### config.mk
export PLATFORM = sky130hd
export DESIGN_NAME = mul_iter_booth
export DESIGN_NICKNAME = d
export VERILOG_FILES = /design/src/rtl/mul_defs.sv /design/src/rtl/booth_r4_sel.sv /design/src/rtl/mul_iter_booth.sv
export SDC_FILE = /design/constraint.sdc
export NUM_CORES = 1
export LEC_CHECK = 0
export CORE_MARGIN = 10
export CORE_UTILIZATION = 55
export DETAILED_ROUTE_END_ITERATION = 10
export HOLD_SLACK_MARGIN = 0.03
export MAX_ROUTING_LAYER = met4
export PLACE_DENSITY = 0.81
export SLEW_MARGIN = 20
export SYNTH_ARGS = -nofsm -noshare
export SYNTH_HDL_FRONTEND = slang
export SYNTH_SLANG_ARGS = --single-unit
### constraint.sdc
create_clock -name clk -period 6 [get_ports clk]
set_input_delay 0.9 -clock clk [delete_from_list [all_inputs] [get_ports clk]]
set_output_delay 0.9 -clock clk [all_outputs]
set_load 0.005 [all_outputs]
### src/rtl/mul_defs.sv
// Shared definitions for the iterative radix-4 Booth multiplier.
// Holds the FSM state encoding, the Booth digit encoding (one-hot
// magnitude flags plus a sign flag), the default operand width and the
// triplet-to-digit decoder used by the partial-product selector.
package mul_defs;

  localparam int MUL_WIDTH_DEF = 32;

  typedef enum logic [1:0] {
    MUL_IDLE = 2'd0,
    MUL_BUSY = 2'd1,
    MUL_DONE = 2'd2
  } mul_state_e;

  // one/two are one-hot magnitude selects (both clear = digit 0);
  // neg requests the negated multiple.
  typedef struct packed {
    logic neg;
    logic one;
    logic two;
  } booth_digit_t;

  // Radix-4 Booth recoding of {b[2i+1], b[2i], b[2i-1]}.
  // 111 is encoded as plain zero (neg clear) so that a zero digit never
  // injects a carry-in.
  function automatic booth_digit_t booth_decode(input logic [2:0] triplet);
    booth_digit_t d;
    d = '0;
    case (triplet)
      3'b001, 3'b010: d.one = 1'b1;
      3'b011:         d.two = 1'b1;
      3'b100:         begin d.neg = 1'b1; d.two = 1'b1; end
      3'b101, 3'b110: begin d.neg = 1'b1; d.one = 1'b1; end
      default:        d = '0;
    endcase
    return d;
  endfunction

endpackage

### src/rtl/booth_r4_sel.sv
// Radix-4 Booth partial-product selector (combinational).
// Ports:
//   triplet - {b[2i+1], b[2i], b[2i-1]} of the extended multiplier
//   mcand   - multiplicand already extended to WIDTH+2 bits
//   pp      - WIDTH+3 bit selected multiple (one's complement if negative)
//   cin     - carry-in that completes the two's-complement negation
module booth_r4_sel
  import mul_defs::*;
#(
  parameter int WIDTH = MUL_WIDTH_DEF
) (
  input  logic [2:0]       triplet,
  input  logic [WIDTH+1:0] mcand,
  output logic [WIDTH+2:0] pp,
  output logic             cin
);

  booth_digit_t     dig;
  logic [WIDTH+2:0] mag;

  always_comb begin
    dig = booth_decode(triplet);
    mag = '0;
    if (dig.one)      mag = {mcand[WIDTH+1], mcand};
    else if (dig.two) mag = {mcand, 1'b0};
    // -x = ~x + 1; the +1 rides in as the adder carry-in.
    pp  = dig.neg ? ~mag : mag;
    cin = dig.neg;
  end

endmodule

### src/rtl/mul_iter_booth.sv
// Multi-cycle radix-4 Booth multiplier, signed or unsigned per operation.
// Accepts A/B/in_signed on a valid/ready handshake in IDLE, iterates
// N = WIDTH/2+1 cycles retiring two multiplier bits each, then presents
// the full 2*WIDTH product on Res until the consumer takes it.
// Ports:
//   clk, reset       - clock, synchronous active-high reset
//   flush            - synchronous cancel of any operation in flight
//   in_valid/ready   - operand handshake (ready only in IDLE)
//   in_signed        - 1: two's-complement operands, 0: unsigned
//   A, B             - multiplicand, multiplier
//   out_valid/ready  - result handshake
//   Res              - full-width product
// WIDTH must be even and at least 4.
module mul_iter_booth
  import mul_defs::*;
#(
  parameter int WIDTH = MUL_WIDTH_DEF
) (
  input  logic               clk,
  input  logic               reset,
  input  logic               flush,
  input  logic               in_valid,
  output logic               in_ready,
  input  logic               in_signed,
  input  logic [WIDTH-1:0]   A,
  input  logic [WIDTH-1:0]   B,
  output logic               out_valid,
  input  logic               out_ready,
  output logic [2*WIDTH-1:0] Res
);

  localparam int N  = WIDTH / 2 + 1;
  localparam int CW = $clog2(N);
  localparam int XW = WIDTH + 2;  // extended operand width
  localparam int PW = WIDTH + 3;  // accumulator upper half / partial product

  mul_state_e     state;
  logic [CW-1:0]  cnt;
  logic [XW-1:0]  mcand;
  // {acc_hi, acc_lo} is one shift register: acc_lo starts as the extended
  // multiplier and is replaced by low product bits as it shifts right.
  logic [PW-1:0]  acc_hi;
  logic [XW-1:0]  acc_lo;
  logic           acc_m1;   // implicit bit below the multiplier LSB

  logic [PW-1:0]    pp;
  logic             cin;
  logic [PW-1:0]    p_sum;
  logic [PW+XW-1:0] step_nxt;

  booth_r4_sel #(.WIDTH(WIDTH)) u_sel (
    .triplet ({acc_lo[1:0], acc_m1}),
    .mcand   (mcand),
    .pp      (pp),
    .cin     (cin)
  );

  always_comb begin
    p_sum    = acc_hi + pp + PW'(cin);
    step_nxt = $signed({p_sum, acc_lo}) >>> 2;
  end

  always_ff @(posedge clk) begin
    if (reset) begin
      state     <= MUL_IDLE;
      in_ready  <= 1'b1;
      out_valid <= 1'b0;
      Res       <= '0;
      cnt       <= '0;
      mcand     <= '0;
      acc_hi    <= '0;
      acc_lo    <= '0;
      acc_m1    <= 1'b0;
    end else if (flush) begin
      // Accumulator is left as-is; it is reloaded on the next accept.
      state     <= MUL_IDLE;
      in_ready  <= 1'b1;
      out_valid <= 1'b0;
      cnt       <= '0;
    end else begin
      case (state)
        MUL_IDLE: begin
          if (in_valid) begin
            state    <= MUL_BUSY;
            in_ready <= 1'b0;
            cnt      <= '0;
            mcand    <= {{2{in_signed & A[WIDTH-1]}}, A};
            acc_lo   <= {{2{in_signed & B[WIDTH-1]}}, B};
            acc_hi   <= '0;
            acc_m1   <= 1'b0;
          end
        end
        MUL_BUSY: begin
          {acc_hi, acc_lo} <= step_nxt;
          acc_m1           <= acc_lo[1];
          cnt              <= cnt + CW'(1);
          if (cnt == CW'(N - 1)) begin
            state     <= MUL_DONE;
            out_valid <= 1'b1;
            Res       <= step_nxt[2*WIDTH-1:0];
            cnt       <= '0;
          end
        end
        MUL_DONE: begin
          if (out_ready) begin
            state     <= MUL_IDLE;
            in_ready  <= 1'b1;
            out_valid <= 1'b0;
          end
        end
        default: begin
          state     <= MUL_IDLE;
          in_ready  <= 1'b1;
          out_valid <= 1'b0;
        end
      endcase
    end
  end

endmodule
-- Yosys cells after proc, flatten, opt, wreduce, memory -nomap -nowiden
Index checks and enable logic that the tools add are counted.
W data, S select, Z words.
- bits in registers: 176
- bits of input ports: 70
- output and inout port bits: 66
- logic and storage cells: 67
- add/sub/neg operators: 3
- equal/unequal tests: 12
- mux-type cells: 24
- bitwise gates (word level): 6
- reduce and logical (&&, ||, !) cells: 13
- operator list (kind ; number):
    $mux W35 ; 4
    $pmux W35 S2 ; 1
    $pmux W34 S2 ; 1
    $add A35 B1 Y35 ; 1
    $add A35 B35 Y35 ; 1
    $not A35 Y35 ; 1
    $mux W34 ; 1
    $reduce_and A3 Y1 ; 6
    $mux W5 ; 2
    $pmux W5 S2 ; 1
    $eq A3 B3 Y1 const B ; 3
    $mux W1 ; 7
    $eq A3 B2 Y1 const B ; 2
    $mux W2 ; 3
    $ne A2 B2 Y1 const B ; 3
    $pmux W1 S3 ; 2
    $pmux W2 S3 ; 1
    $add A5 B1 Y5 const B ; 1
    $eq A5 B5 Y1 const B ; 1
    $reduce_or A2 Y1 ; 2
    $reduce_or A4 Y1 ; 1
    $eq A3 B1 Y1 const B ; 1
    $not A1 Y1 ; 3
    $reduce_or A3 Y1 ; 1
    other kinds (7) ; 8

-- Logic depth before layout (Yosys ltp)
Gate-level depths: netlist (run 1).
- depth after elaboration: 10
- mapped depth: 17
- gate-level depth less buffers: 15

-- Cells and area by module
A second synthesis (run 1) with hierarchy kept.
- cells, all modules: 1181
- area, all modules: 9491.6 um^2
- by module, submodules not included (module ; instances ; cells an instance ; area each (um^2) ; seq. area each (um^2)):
    mul_iter_booth ; 1 ; 1050 ; 8246.7 ; 3483.3
    booth_r4_sel ; 1 ; 131 ; 1244.9 ; 0.0

-- Worst setup path before layout (run 1)
Ideal clock, no wire load.
- kind: reg2reg
- from: register acc_lo[0]
- to: register acc_hi[22]
- setup time: 117 ps
- arrival: 3645 ps
- required time: 5883 ps
- slack: 2239 ps
- stages on the path, launching flop included: 16
- buffers on the path: 2
- clock period less this slack: 3761 ps
- path through: dfxtp_1 inv_1 ha_1 o31ai_1 buf_4 clkbuf_1 o21ai_0 fa_1 a21o_1 a221oi_2 o211a_1 o2111a_1 nor2_1 a311o_1 xor2_1 a22o_1
- longest elaborated chain between the ends: 10
- elaborated cells on any way between the ends: 19
- those cells by class: add/sub (2); eq/ne (6); mux (7); bitwise (1); reduce/logical (3)
- RTL lines (what ; line ; RTL):
    start: declaration ; mul_iter_booth.sv:43 ; logic [XW-1:0] acc_lo;
    start signal: assignment ; mul_iter_booth.sv:88 ; acc_lo <= {{2{in_signed & B[WIDTH-1]}}, B};
    start signal: assignment ; mul_iter_booth.sv:94 ; {acc_hi, acc_lo} <= step_nxt;
    $eq A3 B2 Y1 / $eq A3 B3 Y1 (equally long branches) ; mul_defs.sv:29 ; case (triplet)
    $reduce_or A2 Y1 (no source line) ; n/a ;
    $mux W1 ; mul_defs.sv:29 ;
    $mux W35 ; booth_r4_sel.sv:25 ; else if (dig.two) mag = {mcand, 1'b0};
    $mux W35 ; booth_r4_sel.sv:24 ; if (dig.one) mag = {mcand[WIDTH+1], mcand};
    $not A35 Y35 ; booth_r4_sel.sv:27 ; pp = dig.neg ? ~mag : mag;
    $mux W35 ; booth_r4_sel.sv:27 ;
    $add A35 B35 Y35 ; mul_iter_booth.sv:59 ; p_sum = acc_hi + pp + PW'(cin);
    $add A35 B1 Y35 (*) ; mul_iter_booth.sv:59 ;
    $pmux W35 S2 (*) ; mul_iter_booth.sv:81 ; case (state)
    end signal: assignment ; mul_iter_booth.sv:94 ;
    end: declaration ; mul_iter_booth.sv:42 ; logic [PW-1:0] acc_hi;
Mark *: on every way between the ends. The rest lies on a longest branch, timed or not.
A chain may end at the register's enable or synchronous reset.

-- Worst setup path after layout (run 1)
- from: register acc_lo[0]
- to: register Res[61]
- longest elaborated chain between the ends: 9
- elaborated cells on any way between the ends: 18
- those cells by class: add/sub (2); eq/ne (6); mux (6); bitwise (1); reduce/logical (3)
- RTL lines (what ; line ; RTL):
    $eq A3 B2 Y1 / $eq A3 B3 Y1 (equally long branches) ; mul_defs.sv:29 ;
    $reduce_or A2 Y1 (no source line) ; n/a ;
    $mux W1 ; mul_defs.sv:29 ;
    $mux W35 ; booth_r4_sel.sv:25 ;
    $mux W35 ; booth_r4_sel.sv:24 ;
    $not A35 Y35 ; booth_r4_sel.sv:27 ;
    $mux W35 ; booth_r4_sel.sv:27 ;
    $add A35 B35 Y35 ; mul_iter_booth.sv:59 ;
    $add A35 B1 Y35 (*) ; mul_iter_booth.sv:59 ;
    end signal: assignment ; mul_iter_booth.sv:100 ; Res <= step_nxt[2*WIDTH-1:0];
    end: declaration ; mul_iter_booth.sv:29 ; output logic [2*WIDTH-1:0] Res
Marks and branches as above.

==> results.py, run 1 <==
metrics = {
    "global_routing": {
        "antenna_found_initial": 0,
        "grt_max_degree": 85,
        "track_usage_pct": 22.8,
        "use_met1_pct": 26.7,
        "use_met3_pct": 7.45,
        "grt_overflow_total": 0,
        "gr-max-usage-layer": "met2",
        "gr-usage-met2_pct": 36.7,
        "grt_pass1_vias": 7966,
        "grt_pass1_wl_um": 40100,
    },
    "placed_design": {
        "place_inst": 1393,
        "port_buffers": 135,
        "placed_area_mm2": 0.0103,
        "dp_hpwl_um": 16700,
        "gp_congestion": 0.925,
        "pre_cts_ws_ns": 1.74,
    },
    "min_path": {
        "holdPathStages": 2,
        "hp-class": "flip-flop to flip-flop",
    },
    "clock_network": {
        "htree_levels": 4,
        "clk_pin_slew_ns": 0.07,
        "clk_latency_ns": 0.44,
        "cts_resized": 0,
        "tritoncts": "done",
        "cts.sinks": 174,
        "cts_setup_buffers": 0,
        "hold_buffers": 0,
        "cts-root-buf": "clkbuf_16",
        "clockBufferDepth": 2,
        "cts_inserted_buffers": 17,
    },
    "die": {
        "die_w_um": 147,
        "ios": 136,
        "fp.coreArea_mm2": 0.0158,
        "dieHeight_um": 147,
        "row_count": 46,
        "die_area_mm2": 0.0215,
        "start_util_pct": 55.9,
    },
    "setup_path": {
        "cp_slowest_cell": "ha_1",
        "worst_r2r_path_depth": 15,
        "worstPathRequired_ns": 6.39,
        "end_kind": "flip-flop",
        "cp_cell_sequence": "inv_1 > ha_1 > nor2_2 > buf_4 > a22oi_1 > xor2_1 > ha_1 > and4_1 > nand2_1 > or2_2 > o221ai_2 > a21oi_1 > o21ai_0 > xor2_1 > a22o_1",
        "worstSetupStartpointType": "flip-flop",
        "cp_max_fo": 24,
        "path_class": "flip-flop to flip-flop",
        "cpPeakStageDelay_ns": 0.51,
        "cp.arrival_ns": 4.80,
    },
    "pwr": {
        "power_mw": 2.59,
        "ir_drop_v": 0.000197,
        "power_leakage_nw": 4.06,
        "p_per_area_mw_per_mm2": 238,
    },
    "job": {
        "maxCapViolCount": 0,
    },
    "final_layout": {
        "syn_to_final_growth_pct": 23.2,
        "final_cells": 1425,
        "drive_gt1_share_pct": 5.62,
        "fill_cells": 1348,
        "insertedDiodeCount": 0,
        "stdcell_area_mm2": 0.0109,
        "finalNetCount": 1306,
        "finalCoreUtilization_pct": 68.8,
        "layout_common_cells": "263 x nand2_1, 174 x dfxtp_1, 134 x clkdlybuf4s50_1, 123 x a21oi_1, 79 x nor2_1",
        "final_common_cell": "nand2_1",
    },
    "sta": {
        "tightest_slew_ns": 1.08,
        "fin_crit_sh_pct": 73.5,
        "maxSlewViolCount": 0,
        "clock_skew_ns": 0.0130,
        "slew_headroom_pct": 27.6,
        "tns_ns": 0,
        "fin_crit_ns": 4.41,
        "grt_setup_unrepaired": "false",
        "fmax_mhz": 227,
        "worst_slack_ns": 1.59,
        "finalHoldViolCount": 0,
        "hold_slack_ns": 0.453,
        "setup-violations-final": 0,
    },
    "synth": {
        "syn_inst": 1106,
        "avgSynthCellArea_um2": 7.97,
        "synthDistinctLibCells": 58,
        "ys_seq_area_share_pct": 39.5,
        "synth_area_mm2": 0.00881,
        "synth-edff-count": 0,
        "async_reset_ff_share_pct": 0,
        "synth-seq-cells": 174,
        "synth_nets": 1216,
        "ys.flop_type": "dfxtp_1",
        "ys.warnings.count": 0,
    },
    "routing": {
        "routed_via_density": 5.75,
        "wl_per_cell_um": 16.9,
        "antenna_left": 0,
        "wl_um": 24100,
        "drc": 0,
        "vias": 8200,
        "drtPass1Iterations": 5,
        "drt-initial-drc-count": 586,
    },
    "status": {
        "status": "finished, final reports clean",
    },
}
## cell families after synthesis
kind of cell    after synthesis  synth area share, %
fa+ha+maj                    40                 5.77
buf+inv                      94                 4.10
flops                       174                 39.5
mux                           2                0.227
compound gates              317                 24.6
simple gates                417                 19.7
xor+xnor                     62                 6.16
## per-layer routing
layer  vias to the layer above  part of all wire (%)
li1                       4079                     -
met1                      3880                    43
met2                       209                    48
met3                        32                   7.3
met4                         0                   1.4
met5                         -                     0
## cell usage after synthesis, types with 2 or more instances
library cell	number	area [µm²]
and2_1	2	12.5
o31ai_1	5	37.5
a22oi_1	44	330
a21boi_0	5	37.5
and4_1	3	26.3
o21ai_0	19	95.1
inv_1	15	56.3
nand2b_1	3	18.8
nor2_1	81	304
xor2_1	46	403
a32o_1	3	30.0
mux2i_1	2	20.0
nand3b_1	5	37.5
a31o_2	3	26.3
nor3_1	12	60.1
or2_2	3	18.8
o21bai_1	2	15.0
o211ai_1	7	52.6
nand4_1	5	31.3
buf_4	2	15.0
a21oi_1	123	616
o21a_1	4	30.0
buf_1	5	18.8
o211a_1	3	30.0
and3_1	7	43.8
a31oi_1	6	37.5
a311oi_1	34	298
ha_1	39	488
nand2_1	264	991
a211oi_1	3	22.5
a21o_1	16	120
xnor2_1	16	140
nor2b_1	4	25.0
clkbuf_1	71	267
dfxtp_1	174	3480
or3_1	9	56.3
a311o_1	2	20.0
a22o_1	24	210
nand3_1	16	80.1
## worst max-delay path, delay by kind of cell, from the launching register on
kind	cells	cell delay, ns
simple gates	4	1.07
buf+inv	2	0.45
flops	1	0.38
xor+xnor	2	0.48
fa+ha+maj	2	0.92
compound gates	5	1.05
## sequential cells by signal, summed over array words and instances, names as in the netlist
| signal | flops |
|---|---|
| state | 2 |
| mcand | 33 |
| Res | 64 |
| acc_m1 | 1 |
| acc_hi | 33 |
| in_ready | 1 |
| out_valid | 1 |
| acc_lo | 34 |
| cnt | 5 |
## where the power goes
group          switching (mW)  internal (mW)  total, mW
Clock                   0.515          0.552       1.07
Combinational           0.182          0.127      0.310
Sequential             0.0265           1.19       1.21
Total                   0.724           1.87       2.59
## final cells by class
cell class                      instances  area, µm²  area share, %
Clock buffer                           17        425           3.92
Clock inverter                         15        148           1.36
Inverter                               15       56.3          0.519
Multi-Input combinational cell        838       5010           46.2
Sequential cell                       174       3480           32.1
Tap cell                              216        270           2.49
Timing Repair Buffer                  150       1460           13.5
## path summary, 6_finish.rpt
path,startpoint,endpoint,slack (ns)
max,acc_lo[0],Res[61],1.59
min,Res[5],Res[5],0.45
max reg2reg,acc_lo[0],Res[61],1.59
min reg2reg,Res[5],Res[5],0.45
No activity file was read; power rests on OpenSTA's default activity.
==> run 2: changes to the inputs <==
CORE_UTILIZATION = 54   (was 55)
PLACE_DENSITY = 0.8   (was 0.81)
clock period = 4.3 ns   (was 6 ns; I/O delays follow)
==> results.py, run 2 (synthesized netlist as in run 1, its figures left out) <==
metrics = {
    "setup_path": {
        "cpPeakStageDelay_ns": 0.40,
        "cp_cell_sequence": "inv_1 > ha_1 > mux2i_1 > nor2_4 > buf_4 > a22oi_1 > xor2_1 > ha_1 > a21o_1 > a221oi_2 > o211a_1 > o2111a_1 > nor2_1 > a311o_1 > xor2_1 > a22o_1",
        "worst-r2r-setup-slack_ns": 0.31,
        "worstSetupStartpointType": "flip-flop",
        "end_kind": "flip-flop",
        "cp.arrival_ns": 4.32,
        "cp_max_fo": 6,
        "path_class": "flip-flop to flip-flop",
        "cp_slowest_cell": "dfxtp_1",
        "worstPathRequired_ns": 4.63,
    },
    "final_layout": {
        "reg_top3": "Res (64), acc_lo (34)",
        "drive_gt1_share_pct": 6.17,
        "largest_reg_flops": 64,
        "layout_common_cells": "263 x nand2_1, 174 x dfxtp_1, 134 x clkdlybuf4s50_1, 123 x a21oi_1, 80 x nor2_1",
        "register_area_mm2": 0.00348,
        "fill_cells": 1310,
        "largest-register": "Res",
        "final_common_cell": "nand2_1",
        "insertedDiodeCount": 0,
        "finalNetCount": 1314,
        "syn_to_final_growth_pct": 24.0,
        "finalCoreUtilization_pct": 68.5,
        "multi_input_area_mm2": 0.00501,
    },
    "global_routing": {
        "grt_max_degree": 94,
        "track_usage_pct": 22.6,
        "grt_pass1_wl_um": 40200,
        "grt_overflow_total": 0,
        "grt_pass1_vias": 8142,
        "antenna_found_initial": 0,
    },
    "routing": {
        "drt-initial-drc-count": 630,
        "wl_per_cell_um": 17.2,
        "wl_um": 24600,
        "drc": 0,
        "drtPass1Iterations": 8,
        "antenna_left": 0,
        "vias": 8183,
        "routed_via_density": 5.71,
    },
    "pwr": {
        "p_int_mw": 2.65,
        "ir_drop_v": 0.000314,
        "switching_share_pct": 27.0,
        "power_leakage_nw": 4.09,
        "switching_power_mw": 0.978,
        "clock_power_share_pct": 41.0,
        "p_comb_share_pct": 12.3,
        "seqPwrFrac_pct": 46.7,
        "p_per_area_mw_per_mm2": 332,
    },
    "clock_network": {
        "cts_inserted_buffers": 17,
        "htree_levels": 4,
        "clockBufferDepth": 2,
        "clk_latency_ns": 0.44,
        "cts-root-buf": "clkbuf_16",
        "hold_buffers": 0,
        "clk_pin_slew_ns": 0.07,
        "tritoncts": "done",
        "cts.sinks": 174,
    },
    "sta": {
        "fmax_mhz": 251,
        "setup-violations-final": 0,
        "clock_skew_ns": 0.0155,
        "fin_crit_sh_pct": 92.8,
        "maxSlewViolCount": 0,
        "hold_slack_ns": 0.453,
        "tightest_slew_ns": 0.955,
        "tns_ns": 0,
        "finalHoldViolCount": 0,
        "fin_crit_ns": 3.99,
        "grt_setup_unrepaired": "false",
        "slew_headroom_pct": 36.3,
    },
    "placed_design": {
        "port_buffers": 135,
        "dp_hpwl_um": 17100,
        "gp_congestion": 0.938,
    },
    "die": {
        "fp.coreArea_mm2": 0.0159,
        "row_count": 46,
        "ios": 136,
        "die_w_um": 148,
        "start_util_pct": 55.3,
        "dieHeight_um": 148,
        "die_area_mm2": 0.0218,
    },
    "status": {
        "status": "finished, final reports clean",
    },
    "min_path": {
        "hp-class": "flip-flop to flip-flop",
    },
    "job": {
        "maxCapViolCount": 0,
    },
}
[run 2: cell count changes in the layout (fill, tap and decap cells not counted), moves of 2 or more]
| cell | change |
|---|---|
| buf_4 | +6 |
| nor2_2 | -2 |
| clkinvlp_4 | +2 |
| inv_8 | -3 |
[run 2: timing repair]
item | in CTS | in global routing
resized for setup | 0 | 3
endpoints found under the setup margin | 0 | 32
setup buffers | 0 | 6
[run 2: power groups by stage]
| stage | clock network, mW | logic [mW] | registers [mW] |
|---|---|---|---|
| after global placement | 0 | 0.422 | 1.73 |
| final | 1.49 | 0.446 | 1.69 |
| after detailed placement | 0 | 0.428 | 1.73 |
| after floorplan | 0 | 0.287 | 1.72 |
| after CTS | 1.51 | 0.432 | 1.69 |
| after global routing | 1.57 | 0.490 | 1.70 |
[run 2: worst max-delay path, delay by kind of cell (launching register included)]
kind | cells | cell delay [ns]
and+or+nand+nor | 2 | 0.23
DFF | 1 | 0.40
adders and majority gates | 2 | 0.56
muxes | 1 | 0.28
buffers and inverters | 2 | 0.23
AOI/OAI and AO/OA | 7 | 1.82
xor gates and xnor gates | 2 | 0.35
[run 2: per-layer routing]
metal / vias up / routed length (µm) / share of wire (%) / global-route usage (%)
li1: 4093 / - / - / -
met1: 3861 / 10500 / 43 / 25.9
met4: 0 / 318 / 1.3 / 5.85
met3: 27 / 1740 / 7.1 / 7.26
met2: 202 / 12000 / 49 / 37.5
met5: - / 0 / 0 / -
[run 2: final cells by class]
type                    instances  share of cell area, %
clock inverters                14                   1.27
repair buffers                158                   14.1
inverters                      15                  0.515
flip-flops and latches        174                   31.9
multi-input cells             838                   45.9
well taps                     216                   2.47
clock buffers                  17                   3.89
[run 2: path summary, 6_finish.rpt]
| kind | end | depth (start not counted) | startpoint |
|---|---|---|---|
| worst min register to register | Res[0] | 2 | Res[0] |
| worst max register to register | acc_hi[22] | 16 | acc_lo[0] |
| worst min-delay path | Res[0] | 2 | Res[0] |
| worst max-delay path | acc_hi[22] | 16 | acc_lo[0] |
[run 2: through the flow]
step                instances  instance area (µm²)  total power [mW]  setup slack (ns)
global route             1432                10900              3.76            0.0154
CTS                      1426                10900              3.64            0.0177
finish                   1432                10900              3.63             0.310
floorplan                1106                 8810              2.00             0.539
detailed placement       1395                10300              2.15            0.0435
global placement         1395                10300              2.15             0.150
==> run 3: changes to the inputs <==
CORE_UTILIZATION = 28   (was 54)
HOLD_SLACK_MARGIN = 0.15   (was 0.03)
PLACE_DENSITY = not set   (was 0.8)
==> results.py, run 3 (synthesized netlist as in run 1, its figures left out) <==
metrics = {
    "global_routing": {
        "grt_pass1_wl_um": 43100,
        "antenna_found_initial": 6,
        "grt_max_degree": 73,
        "grt_pass1_vias": 8049,
        "grt_overflow_total": 0,
        "track_usage_pct": 14.1,
    },
    "final_layout": {
        "final_cells": 1616,
        "reg_top3": "Res (64), acc_lo (34)",
        "finalNetCount": 1311,
        "final_common_cell": "nand2_1",
        "fill_cells": 3200,
        "syn_to_final_growth_pct": 26.9,
        "drive_gt1_share_pct": 5.93,
        "largest_reg_flops": 64,
        "stdcell_area_mm2": 0.0112,
        "largest-register": "Res",
        "finalCoreUtilization_pct": 36.3,
        "layout_common_cells": "263 x nand2_1, 174 x dfxtp_1, 134 x clkdlybuf4s50_1, 123 x a21oi_1, 80 x nor2_1",
    },
    "min_path": {
        "hp-class": "flip-flop to flip-flop",
        "hp-start": "Res[9]",
        "holdPathStages": 2,
        "min_to": "Res[9]",
    },
    "setup_path": {
        "cp_max_fo": 35,
        "cp.arrival_ns": 4.35,
        "end_kind": "flip-flop",
        "r2r_end": "acc_hi[28]",
        "timing.rr.start": "acc_lo[0]",
        "worst_r2r_path_depth": 14,
        "worstSetupStartpointType": "flip-flop",
        "worstPathRequired_ns": 4.65,
        "worst-r2r-setup-slack_ns": 0.30,
        "path_class": "flip-flop to flip-flop",
    },
    "die": {
        "die_area_mm2": 0.0390,
        "row_count": 64,
        "dieHeight_um": 197,
        "ios": 136,
        "fp.coreArea_mm2": 0.0308,
        "start_util_pct": 28.6,
        "die_w_um": 197,
    },
    "sta": {
        "fin_crit_ns": 4.00,
        "worst_slack_ns": 0.305,
        "finalHoldViolCount": 0,
        "setup-violations-final": 0,
        "tns_ns": 0,
        "clock_skew_ns": 0.00991,
        "slew_headroom_pct": 41.9,
        "fmax_mhz": 250,
        "grt_setup_unrepaired": "false",
        "fin_crit_sh_pct": 92.9,
        "tightest_slew_ns": 0.866,
        "maxSlewViolCount": 0,
        "hold_slack_ns": 0.455,
    },
    "routing": {
        "drc": 0,
        "vias": 8118,
        "antenna_left": 0,
        "routed_via_density": 5.02,
        "wl_um": 26900,
        "drt-initial-drc-count": 534,
        "wl_per_cell_um": 16.6,
        "drtPass1Iterations": 5,
    },
    "pwr": {
        "ir_drop_v": 0.000278,
        "power_mw": 3.71,
        "p_per_area_mw_per_mm2": 332,
        "power_leakage_nw": 4.09,
    },
    "status": {
        "status": "finished, final reports clean",
    },
    "clock_network": {
        "cts_inserted_buffers": 17,
        "clk_pin_slew_ns": 0.08,
        "tritoncts": "done",
        "clk_latency_ns": 0.43,
        "cts_setup_buffers": 0,
        "cts.sinks": 174,
        "htree_levels": 4,
        "cts-root-buf": "clkbuf_16",
        "clockBufferDepth": 2,
    },
    "placed_design": {
        "port_buffers": 135,
        "placed_area_mm2": 0.0106,
        "pre_cts_ws_ns": 0.358,
        "place_inst": 1578,
        "dp_hpwl_um": 19300,
        "gp_congestion": 0.949,
    },
    "job": {
        "maxCapViolCount": 0,
    },
}
==> run 3: cell types whose count changed in the layout (fill, tap and decap cells not counted), moves of 2 or more <==
cell      change
diode_2       +6
clkinv_2      -3
inv_8         +2
clkinv_8      +2
buf_4         -4
==> run 3: worst max-delay path: stages, from the launching register on <==
cell and delay [ns]:
dfxtp_1 0.39, inv_1 0.09, ha_1 0.32, buf_4 0.34, a22oi_1 0.16, xor2_1 0.19, fa_1 0.46, a21o_1 0.21
a221oi_2 0.34, o211a_1 0.27, o2111a_1 0.25, nor3_1 0.09, o31ai_1 0.37, a21boi_0 0.19, o31ai_1 0.25
==> run 3: final cells by class <==
type / count / area, µm² / share of cell area [%]
well taps: 396 / 495 / 4.43
clock inverters: 15 / 178 / 1.59
flip-flops and latches: 174 / 3480 / 31.1
inverters: 15 / 56.3 / 0.503
multi-input cells: 838 / 5000 / 44.7
diodes: 6 / 15.0 / 0.134
clock buffers: 17 / 425 / 3.80
repair buffers: 155 / 1530 / 13.7
==> run 3: what timing repair did <==
action	4_1_cts	5_1_grt
hold buffers	0	0
hold endpoints to repair	0	0
resized for setup	0	1
setup endpoints to repair	0	2
==> run 3: worst max-delay path by stage <==
stage | startpoint | end | cells after the start
after global routing | acc_lo[0] | Res[59] | 14
after floorplan | acc_lo[0] | acc_hi[22] | 15
after global placement | acc_lo[0] | Res[51] | 15
after detailed placement | acc_lo[0] | acc_hi[28] | 13
after CTS | acc_lo[0] | acc_hi[28] | 14
final | acc_lo[0] | acc_hi[28] | 14
==> run 3: power by group <==
| part | internal [mW] | total (mW) | switching [mW] | leakage [nW] |
|---|---|---|---|---|
| Sequential | 1.65 | 1.69 | 0.0387 | 1.41 |
| Clock | 0.830 | 1.58 | 0.749 | 0.281 |
| Combinational | 0.182 | 0.438 | 0.256 | 2.40 |
==> run 3: per-layer routing <==
metal | GRT usage (%) | share of wire (%) | vias to the layer above | wire [µm]
met2 | 22.1 | 45 | 224 | 12200
met1 | 17.1 | 46 | 3773 | 12400
met4 | 2.99 | 0.85 | 0 | 229
met5 | - | 0 | - | 0
met3 | 4.79 | 7.5 | 18 | 2010
li1 | - | - | 4103 | -
